--- src/rtl/decode_stage.sv ---
// decode_stage
//   Registered multi-lane RV32IM decode stage between fetch and rename/issue.
//   Each accepted bundle of FETCH_WIDTH instructions is decoded lane by lane
//   into op, immediate, register specifiers and control flags. Lanes that
//   follow the first control-flow or illegal lane are squashed. The result
//   is held in an output register (OUT) backed by one skid register (SKID).
//
// Ports
//   clk, rst         : clock, synchronous active-high reset
//   flush            : drop OUT, SKID and any bundle offered this cycle
//   in_valid/in_ready: input handshake; in_instrs lane k at [32k+31:32k]
//   in_lane_mask     : real fetched lanes; in_pc is the PC of lane 0
//   out_valid/out_ready: output handshake
//   out_pc, out_lane_valid, out_op, out_imm, out_rs1/rs2/rd : decoded bundle
//   out_is_br, out_is_jmp, out_rd_mem, out_wr_mem, out_wr_reg, out_illegal
//                    : per-lane flags
//   dec_count        : running count of delivered valid lanes (wraps)
//
// Handshake: a transfer happens on a rising edge where valid && ready are
// both high. The source holds its payload stable until that edge; ready
// never depends combinationally on valid (in_ready is a register equal to
// "SKID empty").
module decode_stage #(
  parameter int FETCH_WIDTH = 2,
  parameter int DBITS       = 32,
  parameter int INSTBITS    = 32,
  parameter int OPBITS      = 6
) (
  input  logic                            clk,
  input  logic                            rst,
  input  logic                            flush,
  input  logic                            in_valid,
  output logic                            in_ready,
  input  logic [INSTBITS*FETCH_WIDTH-1:0] in_instrs,
  input  logic [FETCH_WIDTH-1:0]          in_lane_mask,
  input  logic [DBITS-1:0]                in_pc,
  output logic                            out_valid,
  input  logic                            out_ready,
  output logic [DBITS-1:0]                out_pc,
  output logic [FETCH_WIDTH-1:0]          out_lane_valid,
  output logic [OPBITS*FETCH_WIDTH-1:0]   out_op,
  output logic [DBITS*FETCH_WIDTH-1:0]    out_imm,
  output logic [5*FETCH_WIDTH-1:0]        out_rs1,
  output logic [5*FETCH_WIDTH-1:0]        out_rs2,
  output logic [5*FETCH_WIDTH-1:0]        out_rd,
  output logic [FETCH_WIDTH-1:0]          out_is_br,
  output logic [FETCH_WIDTH-1:0]          out_is_jmp,
  output logic [FETCH_WIDTH-1:0]          out_rd_mem,
  output logic [FETCH_WIDTH-1:0]          out_wr_mem,
  output logic [FETCH_WIDTH-1:0]          out_wr_reg,
  output logic [FETCH_WIDTH-1:0]          out_illegal,
  output logic [31:0]                     dec_count
);

  typedef enum logic [OPBITS-1:0] {
    INVALID_I = 0,
    ADD_I, SUB_I, AND_I, OR_I, XOR_I, SLT_I, SLTU_I, SRA_I, SRL_I, SLL_I, MUL_I,
    ADDI_I, ANDI_I, ORI_I, XORI_I, SLTI_I, SLTIU_I, SRAI_I, SRLI_I, SLLI_I,
    LUI_I, AUIPC_I, LW_I, SW_I, JAL_I, JALR_I,
    BEQ_I, BNE_I, BLT_I, BGE_I, BLTU_I, BGEU_I
  } instr_op_t;

  typedef struct packed {
    instr_op_t        op;
    logic [DBITS-1:0] imm;
    logic [4:0]       rs1;
    logic [4:0]       rs2;
    logic [4:0]       rd;
    logic             is_br;
    logic             is_jmp;
    logic             rd_mem;
    logic             wr_mem;
    logic             wr_reg;
    logic             illegal;
  } lane_t;

  typedef struct packed {
    logic [DBITS-1:0]       pc;
    logic [FETCH_WIDTH-1:0] lane_valid;
    lane_t [FETCH_WIDTH-1:0] lanes;
  } bundle_t;

  function automatic lane_t decode_lane(input logic [INSTBITS-1:0] ins);
    lane_t     d;
    instr_op_t op;
    logic [6:0] f7;
    logic [2:0] f3;
    f7 = ins[31:25];
    f3 = ins[14:12];
    op = INVALID_I;
    case (ins[6:0])
      7'b0110011: begin
        if (f7 == 7'b0000000) begin
          case (f3)
            3'd0: op = ADD_I;   3'd1: op = SLL_I;  3'd2: op = SLT_I;  3'd3: op = SLTU_I;
            3'd4: op = XOR_I;   3'd5: op = SRL_I;  3'd6: op = OR_I;   default: op = AND_I;
          endcase
        end else if (f7 == 7'b0100000) begin
          if (f3 == 3'd0) op = SUB_I;
          else if (f3 == 3'd5) op = SRA_I;
        end else if (f7 == 7'b0000001 && f3 == 3'd0) begin
          op = MUL_I;
        end
      end
      7'b0010011: begin
        case (f3)
          3'd0: op = ADDI_I;  3'd2: op = SLTI_I;  3'd3: op = SLTIU_I;
          3'd4: op = XORI_I;  3'd6: op = ORI_I;   3'd7: op = ANDI_I;
          3'd1: if (f7 == 7'b0000000) op = SLLI_I;
          default: begin
            if (f7 == 7'b0000000)      op = SRLI_I;
            else if (f7 == 7'b0100000) op = SRAI_I;
          end
        endcase
      end
      7'b0110111: op = LUI_I;
      7'b0010111: op = AUIPC_I;
      7'b0000011: if (f3 == 3'd2) op = LW_I;
      7'b0100011: if (f3 == 3'd2) op = SW_I;
      7'b1101111: op = JAL_I;
      7'b1100111: if (f3 == 3'd0) op = JALR_I;
      7'b1100011: begin
        case (f3)
          3'd0: op = BEQ_I;  3'd1: op = BNE_I;  3'd4: op = BLT_I;
          3'd5: op = BGE_I;  3'd6: op = BLTU_I; 3'd7: op = BGEU_I;
          default: op = INVALID_I;
        endcase
      end
      default: op = INVALID_I;
    endcase

    d     = '0;
    d.op  = op;
    d.rs1 = ins[19:15];
    d.rs2 = ins[24:20];
    d.rd  = ins[11:7];
    case (op)
      ADDI_I, ANDI_I, ORI_I, XORI_I, SLTI_I, SLTIU_I, SRAI_I, SRLI_I, SLLI_I,
      LW_I, JALR_I:
        d.imm = DBITS'($signed(ins[31:20]));
      SW_I:
        d.imm = DBITS'($signed({ins[31:25], ins[11:7]}));
      BEQ_I, BNE_I, BLT_I, BGE_I, BLTU_I, BGEU_I:
        d.imm = DBITS'($signed({ins[31], ins[7], ins[30:25], ins[11:8], 1'b0}));
      LUI_I, AUIPC_I:
        d.imm = DBITS'($signed({ins[31:12], 12'b0}));
      JAL_I:
        d.imm = DBITS'($signed({ins[31], ins[19:12], ins[20], ins[30:21], 1'b0}));
      default:
        d.imm = '0;
    endcase
    d.is_br   = (op inside {BEQ_I, BNE_I, BLT_I, BGE_I, BLTU_I, BGEU_I});
    d.is_jmp  = (op == JAL_I) || (op == JALR_I);
    d.rd_mem  = (op == LW_I);
    d.wr_mem  = (op == SW_I);
    d.illegal = (op == INVALID_I);
    // Everything except stores, branches and illegal encodings writes rd;
    // x0 is never a real destination.
    d.wr_reg  = !(d.illegal || d.is_br || d.wr_mem) && (d.rd != 5'd0);
    return d;
  endfunction

  function automatic logic [31:0] popcount(input logic [FETCH_WIDTH-1:0] v);
    logic [31:0] c;
    c = '0;
    for (int i = 0; i < FETCH_WIDTH; i++) c = c + 32'(v[i]);
    return c;
  endfunction

  // Combinational decode of the incoming bundle, including squash.
  bundle_t dec_b;
  logic    blocked;
  always_comb begin
    dec_b    = '0;
    dec_b.pc = in_pc;
    blocked  = 1'b0;
    for (int k = 0; k < FETCH_WIDTH; k++) begin
      dec_b.lanes[k]      = decode_lane(in_instrs[INSTBITS*k +: INSTBITS]);
      dec_b.lane_valid[k] = in_lane_mask[k] && !blocked;
      // The redirecting/illegal lane itself stays valid; later ones die.
      if (in_lane_mask[k] && (dec_b.lanes[k].is_br || dec_b.lanes[k].is_jmp ||
                              dec_b.lanes[k].illegal))
        blocked = 1'b1;
    end
  end

  bundle_t     out_q, out_d, skid_q, skid_d;
  logic        out_valid_q, out_valid_d;
  logic        skid_valid_q, skid_valid_d;
  logic        in_ready_q, in_ready_d;
  logic [31:0] count_q, count_d;
  logic        accept, drain;

  assign accept = in_valid && in_ready_q;
  assign drain  = out_valid_q && out_ready;

  always_comb begin
    out_d        = out_q;
    skid_d       = skid_q;
    out_valid_d  = out_valid_q;
    skid_valid_d = skid_valid_q;
    count_d      = count_q;
    if (flush) begin
      out_valid_d  = 1'b0;
      skid_valid_d = 1'b0;
    end else begin
      if (drain) begin
        count_d = count_q + popcount(out_q.lane_valid);
        if (skid_valid_q) begin
          out_d        = skid_q;
          skid_valid_d = 1'b0;
        end else begin
          out_valid_d = 1'b0;
        end
      end
      // in_ready_q guarantees SKID is empty whenever we accept, so an
      // accept that coincides with a drain can always go straight to OUT.
      if (accept) begin
        if (!out_valid_q || drain) begin
          out_d       = dec_b;
          out_valid_d = 1'b1;
        end else begin
          skid_d       = dec_b;
          skid_valid_d = 1'b1;
        end
      end
    end
    in_ready_d = !skid_valid_d;
  end

  always_ff @(posedge clk) begin
    if (rst) begin
      out_q        <= '0;
      skid_q       <= '0;
      out_valid_q  <= 1'b0;
      skid_valid_q <= 1'b0;
      in_ready_q   <= 1'b1;
      count_q      <= '0;
    end else begin
      out_q        <= out_d;
      skid_q       <= skid_d;
      out_valid_q  <= out_valid_d;
      skid_valid_q <= skid_valid_d;
      in_ready_q   <= in_ready_d;
      count_q      <= count_d;
    end
  end

  assign in_ready       = in_ready_q;
  assign out_valid      = out_valid_q;
  assign out_pc         = out_q.pc;
  assign out_lane_valid = out_q.lane_valid;
  assign dec_count      = count_q;

  for (genvar k = 0; k < FETCH_WIDTH; k++) begin : g_lane_out
    assign out_op[OPBITS*k +: OPBITS] = out_q.lanes[k].op;
    assign out_imm[DBITS*k +: DBITS]  = out_q.lanes[k].imm;
    assign out_rs1[5*k +: 5]          = out_q.lanes[k].rs1;
    assign out_rs2[5*k +: 5]          = out_q.lanes[k].rs2;
    assign out_rd[5*k +: 5]           = out_q.lanes[k].rd;
    assign out_is_br[k]               = out_q.lanes[k].is_br;
    assign out_is_jmp[k]              = out_q.lanes[k].is_jmp;
    assign out_rd_mem[k]              = out_q.lanes[k].rd_mem;
    assign out_wr_mem[k]              = out_q.lanes[k].wr_mem;
    assign out_wr_reg[k]              = out_q.lanes[k].wr_reg;
    assign out_illegal[k]             = out_q.lanes[k].illegal;
  end

endmodule

--- config.mk ---
export PLATFORM = sky130hd
export DESIGN_NAME = decode_stage
export DESIGN_NICKNAME = d
export VERILOG_FILES = /design/src/rtl/decode_stage.sv
export SDC_FILE = /design/constraint.sdc
export NUM_CORES = 1
export LEC_CHECK = 0
export ABC_CLOCK_PERIOD_IN_PS = 5100
export BUFFER_PORTS_ARGS = -buffer_cell sky130_fd_sc_hd__buf_2
export CAP_MARGIN = 0
export CELL_PAD_IN_SITES_DETAIL_PLACEMENT = 0
export CELL_PAD_IN_SITES_GLOBAL_PLACEMENT = 1
export CORE_MARGIN = 5
export CORE_UTILIZATION = 44
export DETAILED_ROUTE_END_ITERATION = 8
export PLACE_DENSITY_LB_ADDON = 0.15
export SYNTH_ARGS = -nofsm -noshare
export SYNTH_HDL_FRONTEND = slang
export SYNTH_SLANG_ARGS = --single-unit
--- constraint.sdc ---
create_clock -name clk -period 5.1 [get_ports clk]
set_input_delay 0.255 -clock clk [delete_from_list [all_inputs] [get_ports clk]]
set_output_delay 0.255 -clock clk [all_outputs]
set_load 0.005 [all_outputs]
After elaboration in Yosys (flattened, before gate mapping)

Cells that the tools add are included.

Bits in registers: 339
Input bits: 103
Word-level logic and storage cells: 220
Output and inout port bits: 186

Eq/ne operators: 78
Mux-type cells: 45
Bitwise operators: 2
$add $sub $neg: 2
Reduce and logical (&&, ||, !) cells: 41

Operators with widths:

| cell                                                                  | count |
|---|---|
| 152-bit 2-to-1 mux                                                    | 4 |
| 32-bit case mux with 5 select lines                                   | 2 |
| 6-bit by 5-bit equality test with 1-bit output, second input constant | 32 |
| 6-bit case mux with 9 select lines                                    | 2 |
| 6-bit case mux with 6 select lines                                    | 2 |
| 5-bit case mux with 7 select lines                                    | 2 |
| 5-bit 2-to-1 mux                                                      | 12 |
| 7-bit by 6-bit equality test with 1-bit output, second input constant | 8 |
| 4-bit case mux with 7 select lines                                    | 2 |
| 6-bit by 4-bit equality test with 1-bit output, second input constant | 8 |
| 7-bit equality test, second input constant                            | 6 |
| 32-bit by 2-bit adder with 32-bit output                              | 1 |
| 7-bit by 5-bit equality test with 1-bit output, second input constant | 4 |
| 3-bit equality test, second input constant                            | 8 |
| 4-bit 2-to-1 mux                                                      | 6 |
| 6-bit 2-to-1 mux                                                      | 4 |
| 11-bit OR reduction                                                   | 2 |
| 7-bit by 1-bit equality test with 1-bit output, second input constant | 2 |
| 7-bit by 2-bit equality test with 1-bit output, second input constant | 2 |
| 7-bit logical NOT                                                     | 2 |
| 3-bit by 2-bit equality test with 1-bit output, second input constant | 4 |
| 6-bit equality test, second input constant                            | 2 |
| 6-bit logical NOT                                                     | 2 |
| 6-bit nonzero test                                                    | 2 |
| 13 further kinds                                                      | 47 |

Depth between registers and ports, before layout

Gate-level depths: netlist of the first run.

Depth after elaboration: 16
Depth in mapped cells: 12
Mapped depth without buffers: 12

Worst setup path before layout of the first run

OpenSTA, ideal clock, no wires.

Path kind: input -> register
Start: in in_instrs[26]
End: reg out_q (netlist bit out_imm[21])
Data required time: 4.983 ns
Path buffers: 2
Setup slack: 2.529 ns
Stages: 10
Library setup time: 0.117 ns
Data arrival time: 2.454 ns
Path through: or4_1 -> buf_2 -> nor2_4 -> a32oi_1 -> o311ai_2 -> o311a_4 -> o21ai_2 -> buf_6 -> a221o_1 -> a22o_1

Cells in the longest elaborated chain, start to end: 11
Elaborated cells between the ends (all ways): 39
Classes of those cells: eq/ne: 23; mux: 11; reduce/logical: 5

Ends and longest elaborated chain:

| what                                                                                   | line | RTL |
|---|---|---|
| start: declaration                                                                     | 34   | `input logic [INSTBITS*FETCH_WIDTH-1:0] in_instrs,` |
| branches (longest 5 deep; another with 7-bit by 6-bit equality test with 1-bit output) | --   |  |
| 6-bit case mux with 9 select lines *                                                   | 91   | `case (ins[6:0])` |
| 6-bit by 5-bit equality test with 1-bit output, or another cell as far along           | 137  | `case (op)` |
| 11-bit OR reduction, or another cell as far along                                      | 137  |  |
| 32-bit case mux with 5 select lines *                                                  | 137  |  |
| 152-bit 2-to-1 mux *                                                                   | 219  | `if (!out_valid_q \|\| drain) begin` |
| 152-bit 2-to-1 mux *                                                                   | 218  | `if (accept) begin` |
| end signal: assignment                                                                 | 240  | `out_q <= out_d;` |
| end: declaration                                                                       | 187  | `bundle_t out_q, out_d, skid_q, skid_d;` |

Mark *: on every way between the ends.
A chain may end at the register's enable or synchronous reset.

Worst setup path after layout of the first run

Start: in in_instrs[26]
End: reg skid_q[41] (netlist bit)

Cells in the longest elaborated chain, start to end: 9
Elaborated cells between the ends (all ways): 37
Classes of those cells: eq/ne: 23; mux: 9; reduce/logical: 5

Ends and longest elaborated chain:

| what                                                                                   | line | RTL |
|---|---|---|
| branches (longest 5 deep; another with 7-bit by 6-bit equality test with 1-bit output) | --   |  |
| 6-bit case mux with 9 select lines *                                                   | 91   |  |
| 6-bit by 5-bit equality test with 1-bit output, or another cell as far along           | 137  |  |
| 11-bit OR reduction, or another cell as far along                                      | 137  |  |
| 32-bit case mux with 5 select lines *                                                  | 137  |  |
| end signal: assignment                                                                 | 241  | `skid_q <= skid_d;` |
| end: declaration                                                                       | 187  |  |

Marked as above.

==> metrics.md, run 1 <==
| Metric | Value |
|---|---|
| Outcome | completed |
| Initial antenna violation count | 1 |
| Number of cell rows | 68 |
| Post-synth EDFFs | 0 |
| Fin crit share | 0.653 |
| First-pass GRT wire length | 81100 um |
| Worst-path clk slew | 0.06 ns |
| Die W | 197 um |
| Syn Inst Count | 1934 |
| Number of global-route vias before repair | 14143 |
| Max cap viols | 0 |
| DR pass1 iterations | 7 |
| Critical path required time | 5.48 ns |
| P_leak | 7.34 nW |
| GRT overflow | 0 |
| Core area | 0.0345 mm^2 |
| Top FF cell, synth | dfxtp_1 |
| FFs w/ async S/R, synth | 0 |
| Clock Latency Late Sink | 0.54 ns |
| P&R area growth vs syn | 21.5% |
| Top layer used by detailed routing | met4 |
| Crit end category | register |
| GRT Total Usage | 0.256 |
| Fin cells | 2646 |
| FF+latch count, synth | 339 |
| Sequential area share after synthesis | 0.441 |
| Clock skew | 0.0131 ns |
| Worst VDD drop | 214 uV |
| Detail Route Antenna Nets | 0 |
| Vias | 15130 |
| DR WL/cell | 19.7 um |
| # Post-CTS Setup Buffers | 0 |
| Final Hold Violating Endpoints | 0 |
| Mean Syn Cell Area | 7.97 um^2 |
| Iter 0 DRT Violations | 1050 |
| Reg with most FFs | skid_q |
| Worst hold-check path type | input port to register |
| Met2 wire length | 23900 um |
| Hold buffers post-CTS | 45 |
| Slew @ Worst Pin | 1.27 ns |
| Layout fillers | 3397 |
| Met3 wire len | 3400 um |
| Routed vias/inst | 5.72 |
| DP HPWL | 33700 um |
| RD Place Congestion | 0.900 |
| Syn. warnings | 0 |
| Clk root buf | clkbuf_16 |
| Unrepaired setup endpoints after global routing | no |
| Hold_ws | 0.0204 ns |
| DRC Markers | 0 |
| Syn_nets | 2039 |
| Die Y | 197 um |
| Fmax | 0.300 GHz |
| Fin. max-slew vios | 0 |
| IO buf count | 288 |
| Minimum clock period | 3.33 ns |
| Initial Util | 0.446 |
| Cell Area, Synth | 0.0154 mm^2 |
| Die Area | 0.0389 mm^2 |
| Max reg flops | 152 |
| Rel. slew slack | 0.152 |
| Wl on met1 | 22800 um |
| Synth unique cells | 95 |
| TritonCTS clock tree | built |
| Final nets | 2265 |
| Share of cells above drive strength 1 | 0.196 |
| Worst-path fanout max | 21 |
| Post-cts resize count | 0 |
| Total wire length | 52100 um |
| Critical Path AT | 3.70 ns |
| H-Tree Depth | 2 |
| Worst setup SP type | input port |
| CTS buffer count | 38 |
| Setup CP Type | input port to register |
| Ports | 289 |
| Clk sinks | 339 |
| Clk buf depth | 3 |
| TNS Setup | 0 ns |
| Pin count of the biggest net entering global routing | 111 |
| Final setup vio count | 0 |
| Power Density | 329 mW/mm^2 |
| Cells after DPL | 2530 |
-- cell families after synthesis --
| kind of cell | Yosys count | synth area share |
|---|---|---|
| AND/OR/NAND/NOR | 874 | 0.248 |
| AO/OA/AOI/OAI | 498 | 0.240 |
| flip-flops | 339 | 0.441 |
| buffers and inverters | 186 | 0.0488 |
| XOR/XNOR | 28 | 0.0159 |
| multiplexers | 7 | 0.00479 |
| adder cells (fa/ha/maj) | 2 | 0.00211 |
-- worst max-delay path, cell delays in order --
cell and delay [ns]:
dlygate4sd3_1 0.53, buf_2 0.15, or4_1 0.68, nor2_4 0.17, a32oi_1 0.14, o311ai_2 0.43
o311a_4 0.30, o21ai_2 0.06, buf_4 0.23, a21oi_2 0.60, a211oi_1 0.15
-- metrics by stage --
| step | total power, mW | worst slack [ns] | area (um^2) | util |
|---|---|---|---|---|
| CTS | 6.22 | 1.80 | 18700 | 0.542 |
| finish | 6.15 | 1.77 | 18700 | 0.542 |
| floorplan | 3.14 | 2.53 | 15400 | - |
| global route | 6.41 | 1.57 | 18700 | 0.542 |
| detailed placement | 3.40 | 1.77 | 17000 | 0.491 |
| global placement | 3.39 | 1.80 | 17000 | 0.491 |
-- cell type report --
class                   count  area (um^2)  area share
inverters                  19         71.3     0.00381
multi-input cells        1409         7920       0.423
diodes                      1         2.50    0.000134
well taps                 455          569      0.0304
repair buffers            353         2080       0.111
flip-flops and latches    339         6790       0.363
clock buffers              59         1160      0.0620
clock inverters            11          128     0.00682
-- final timing paths --
kind,startpoint,endpoint,slack (ns),cells after the start
min,in_instrs[8],skid_q[7],0.02,3
min reg2reg,skid_q[144],skid_q[144],0.45,2
max reg2reg,out_lane_valid[1],dec_count[28],2.14,12
max,in_instrs[26],skid_q[41],1.77,11
-- cell usage in the layout, fill, tap and decap left out, types with 9 or more instances in the layout --
cell type	count
clkbuf_16	39
a31oi_1	33
dfxtp_1	339
o21ai_0	54
nor2_1	255
o22a_1	12
xnor2_1	9
a32o_1	18
nand2b_1	10
nor3_1	59
a211oi_2	18
buf_4	18
buf_2	287
nand4_1	9
a22o_1	20
a211oi_1	62
nand2_1	396
dlygate4sd3_1	45
inv_1	19
xor2_1	19
a22oi_1	16
nor2b_1	9
o22ai_1	35
a311oi_1	35
clkbuf_1	9
clkbuf_8	11
or3_1	11
nand3_1	47
a221o_1	14
a32oi_1	12
a21oi_1	103
-- cells in the mapped netlist (all sizes together), types with 5 or more instances --
cell type  instances  area share
nand2            397       0.097
dfxtp            339        0.44
nor2             258       0.063
clkbuf           139       0.034
a21oi            105       0.034
a211oi            80       0.045
nor3              62       0.021
o21ai             59       0.019
nand3             48       0.016
a311oi            35       0.020
o22ai             35       0.014
a31oi             33       0.013
buf               28       0.010
a22o              20       0.011
inv               19      0.0046
xor2              19       0.011
a32o              18       0.012
a22oi             16      0.0078
a221o             14      0.0091
a32oi             12      0.0068
o22a              12      0.0068
or3               12      0.0049
and3              10      0.0044
nand2b            10      0.0041
nand4             10      0.0045
nor2b             10      0.0041
or2                9      0.0037
xnor2              9      0.0051
a222oi             8      0.0052
and2               8      0.0034
nor4               7      0.0032
a2111oi            6      0.0048
nand3b             6      0.0029
nor4b              5      0.0028
o21a               5      0.0024
o311ai             5      0.0050
-- layer usage --
metal	vias up	track usage
met4	0	0.0958
met5	-	0
met2	475	0.402
met1	7212	0.352
met3	101	0.0479
li1	7342	-
-- where the power goes --
group	switching (mW)	internal (mW)	leakage, nW
Sequential	0.0467	2.72	2.75
Clock	1.11	1.67	0.640
Combinational	0.377	0.221	3.95
Total	1.53	4.62	7.34
Power figures use the tool's default switching activity.
==> run 2: changes to the inputs <==
- ABC_CLOCK_PERIOD_IN_PS: 5100 -> 3100
- CORE_UTILIZATION: 44 -> 41
- clock period: 5.1 -> 3.1 ns (I/O delays scaled with it)
==> run 2 against run 1 <==
  * Global-route usage shrank 0.81 points
  * Total power grew 65%
  * Via count grew 1.6%
  * Clock power grew 63%
  * Sequential power grew 65%
  * Critical endpoint is now skid_q[31]
  * Largest cell class unchanged
  * Largest power group is now registers
==> metrics.md, run 2 (same netlist as run 1, synthesis figures left out) <==
| Metric | Value |
|---|---|
| CTS buffer count | 38 |
| RD Place Congestion | 0.861 |
| Dpl cell area | 0.0174 mm^2 |
| Pwr Total | 10.1 mW |
| H-Tree Depth | 2 |
| DRC Markers | 0 |
| Unrepaired setup endpoints after global routing | no |
| Worst hold-check path type | input port to register |
| Final nets | 2345 |
| Final setup vio count | 0 |
| Clock Latency Late Sink | 0.56 ns |
| Number of global-route vias before repair | 14617 |
| Iter 0 DRT Violations | 976 |
| Worst-path clk slew | 0.06 ns |
| Max reg flops | 152 |
| Commonest non-fill, non-tap cell in the layout | nand2_1 |
| Clk sinks | 339 |
| Layout Utilization | 0.521 |
| DR pass1 iterations | 6 |
| Hold_ws | 0.0526 ns |
| # Post-CTS Setup Buffers | 0 |
| First-pass GRT wire length | 83200 um |
| Cells along the critical path | dlygate4sd3_1, buf_2, or4_1, o41ai_2, o2111ai_1, and3_4, o311a_4, o21ai_2, buf_6, and2_1, a22o_1 |
| Outcome | completed |
| Setup CP Type | input port to register |
| # diodes | 0 |
| Cells after DPL | 2627 |
| Power Density | 519 mW/mm^2 |
| Initial Util | 0.412 |
| Fin. max-slew vios | 0 |
| Max cap viols | 0 |
| IO buf count | 288 |
| Top Family by Delay on Critical Path | simple AND/OR/NAND/NOR gates |
| Worst VDD drop | 322 uV |
| Worst Setup Slack, final | 0.147 ns |
| Share of cells above drive strength 1 | 0.208 |
| Fin crit share | 0.953 |
| Die Area | 0.0416 mm^2 |
| Clk buf depth | 3 |
| Fin cells | 2778 |
| TritonCTS clock tree | built |
| Initial antenna violation count | 1 |
| CP max stage delay | 0.68 ns |
| DP HPWL | 35800 um |
| P_leak | 7.70 nW |
| Ports | 289 |
| Routed vias/inst | 5.53 |
| Post-route cell area | 0.0195 mm^2 |
| Critical path required time | 3.60 ns |
| Die W | 204 um |
| Minimum clock period | 2.95 ns |
| P&R area growth vs syn | 26.5% |
| DR WL/cell | 19.3 um |
| Slowest CP cell | or4_1 |
| Total wire length | 53700 um |
| Fmax | 0.339 GHz |
| Reg with most FFs | skid_q |
| Rel. slew slack | 0.196 |
| Final Hold Violating Endpoints | 0 |
| Clk root buf | clkbuf_16 |
| GRT overflow | 0 |
| Most frequent cells in the layout | nand2_1 (396), dfxtp_1 (339), buf_2 (287) |
| WP buf/inv | 3 |
| Slew @ Worst Pin | 1.20 ns |
| Die Y | 204 um |
| Worst setup SP type | input port |
| Crit end category | register |
| Pin count of the biggest net entering global routing | 99 |
| Detail Route Antenna Nets | 0 |
| Vias | 15367 |
| Core area | 0.0374 mm^2 |
| Critical Path AT | 3.45 ns |
| Number of cell rows | 71 |
| Dpl ws | 0.0589 ns |
| GRT Total Usage | 0.248 |
| Worst-path fanout max | 20 |
| TNS Setup | 0 ns |
| Clock skew | 0.0225 ns |
==> run 2: cell types whose count changed in the layout (fill, tap and decap cells not counted), moves of 2 or more <==
| cell | before | now |
|---|---|---|
| buf_12 | 2 | 4 |
| buf_4 | 18 | 56 |
| clkbuf_1 | 9 | 4 |
| clkinv_2 | 7 | 10 |
| dlygate4sd3_1 | 45 | 84 |
==> run 2: where the power goes <==
group	internal [mW]	leakage (nW)	switching [mW]
Combinational	0.417	4.32	0.628
Clock	2.65	0.631	1.86
Sequential	4.48	2.75	0.0759
Total	7.55	7.70	2.57
==> run 2: final cells by class <==
class	instances	area, um^2
flip-flops and latches	339	6790
clock buffers	54	1140
multi-input cells	1409	7930
inverters	19	71.3
well taps	511	639
clock inverters	13	113
repair buffers	433	2800
fillers	3706	17900
==> run 2: worst min-delay path, delay by kind of cell <==
| family | cells | cell delay, ns |
|---|---|---|
| simple gates | 1 | 0.14 |
| buf+inv | 1 | 0.19 |
| compound gates | 1 | 0.07 |
==> run 2: timing repair <==
item,in CTS,in global routing
setup endpoints to repair,0,11
hold buffers,84,0
hold endpoints to repair,189,0
resized for setup,0,2
==> run 2: worst paths after layout <==
path	start	to	slack (ns)	cells after the start
worst min-delay path	in_instrs[13]	skid_q[34]	0.05	3
worst max-delay path	in_instrs[26]	skid_q[31]	0.15	11
worst min register to register	skid_q[6]	skid_q[6]	0.45	2
worst max register to register	out_lane_valid[1]	dec_count[24]	0.27	12
==> run 2: layer usage <==
| metal | global-route usage | vias to the layer above | share of wire |
|---|---|---|---|
| met3 | 0.0517 | 74 | 0.068 |
| li1 | - | 7507 | - |
| met2 | 0.413 | 488 | 0.48 |
| met1 | 0.328 | 7296 | 0.43 |
| met5 | 0 | - | 0.00013 |
| met4 | 0.0667 | 2 | 0.023 |
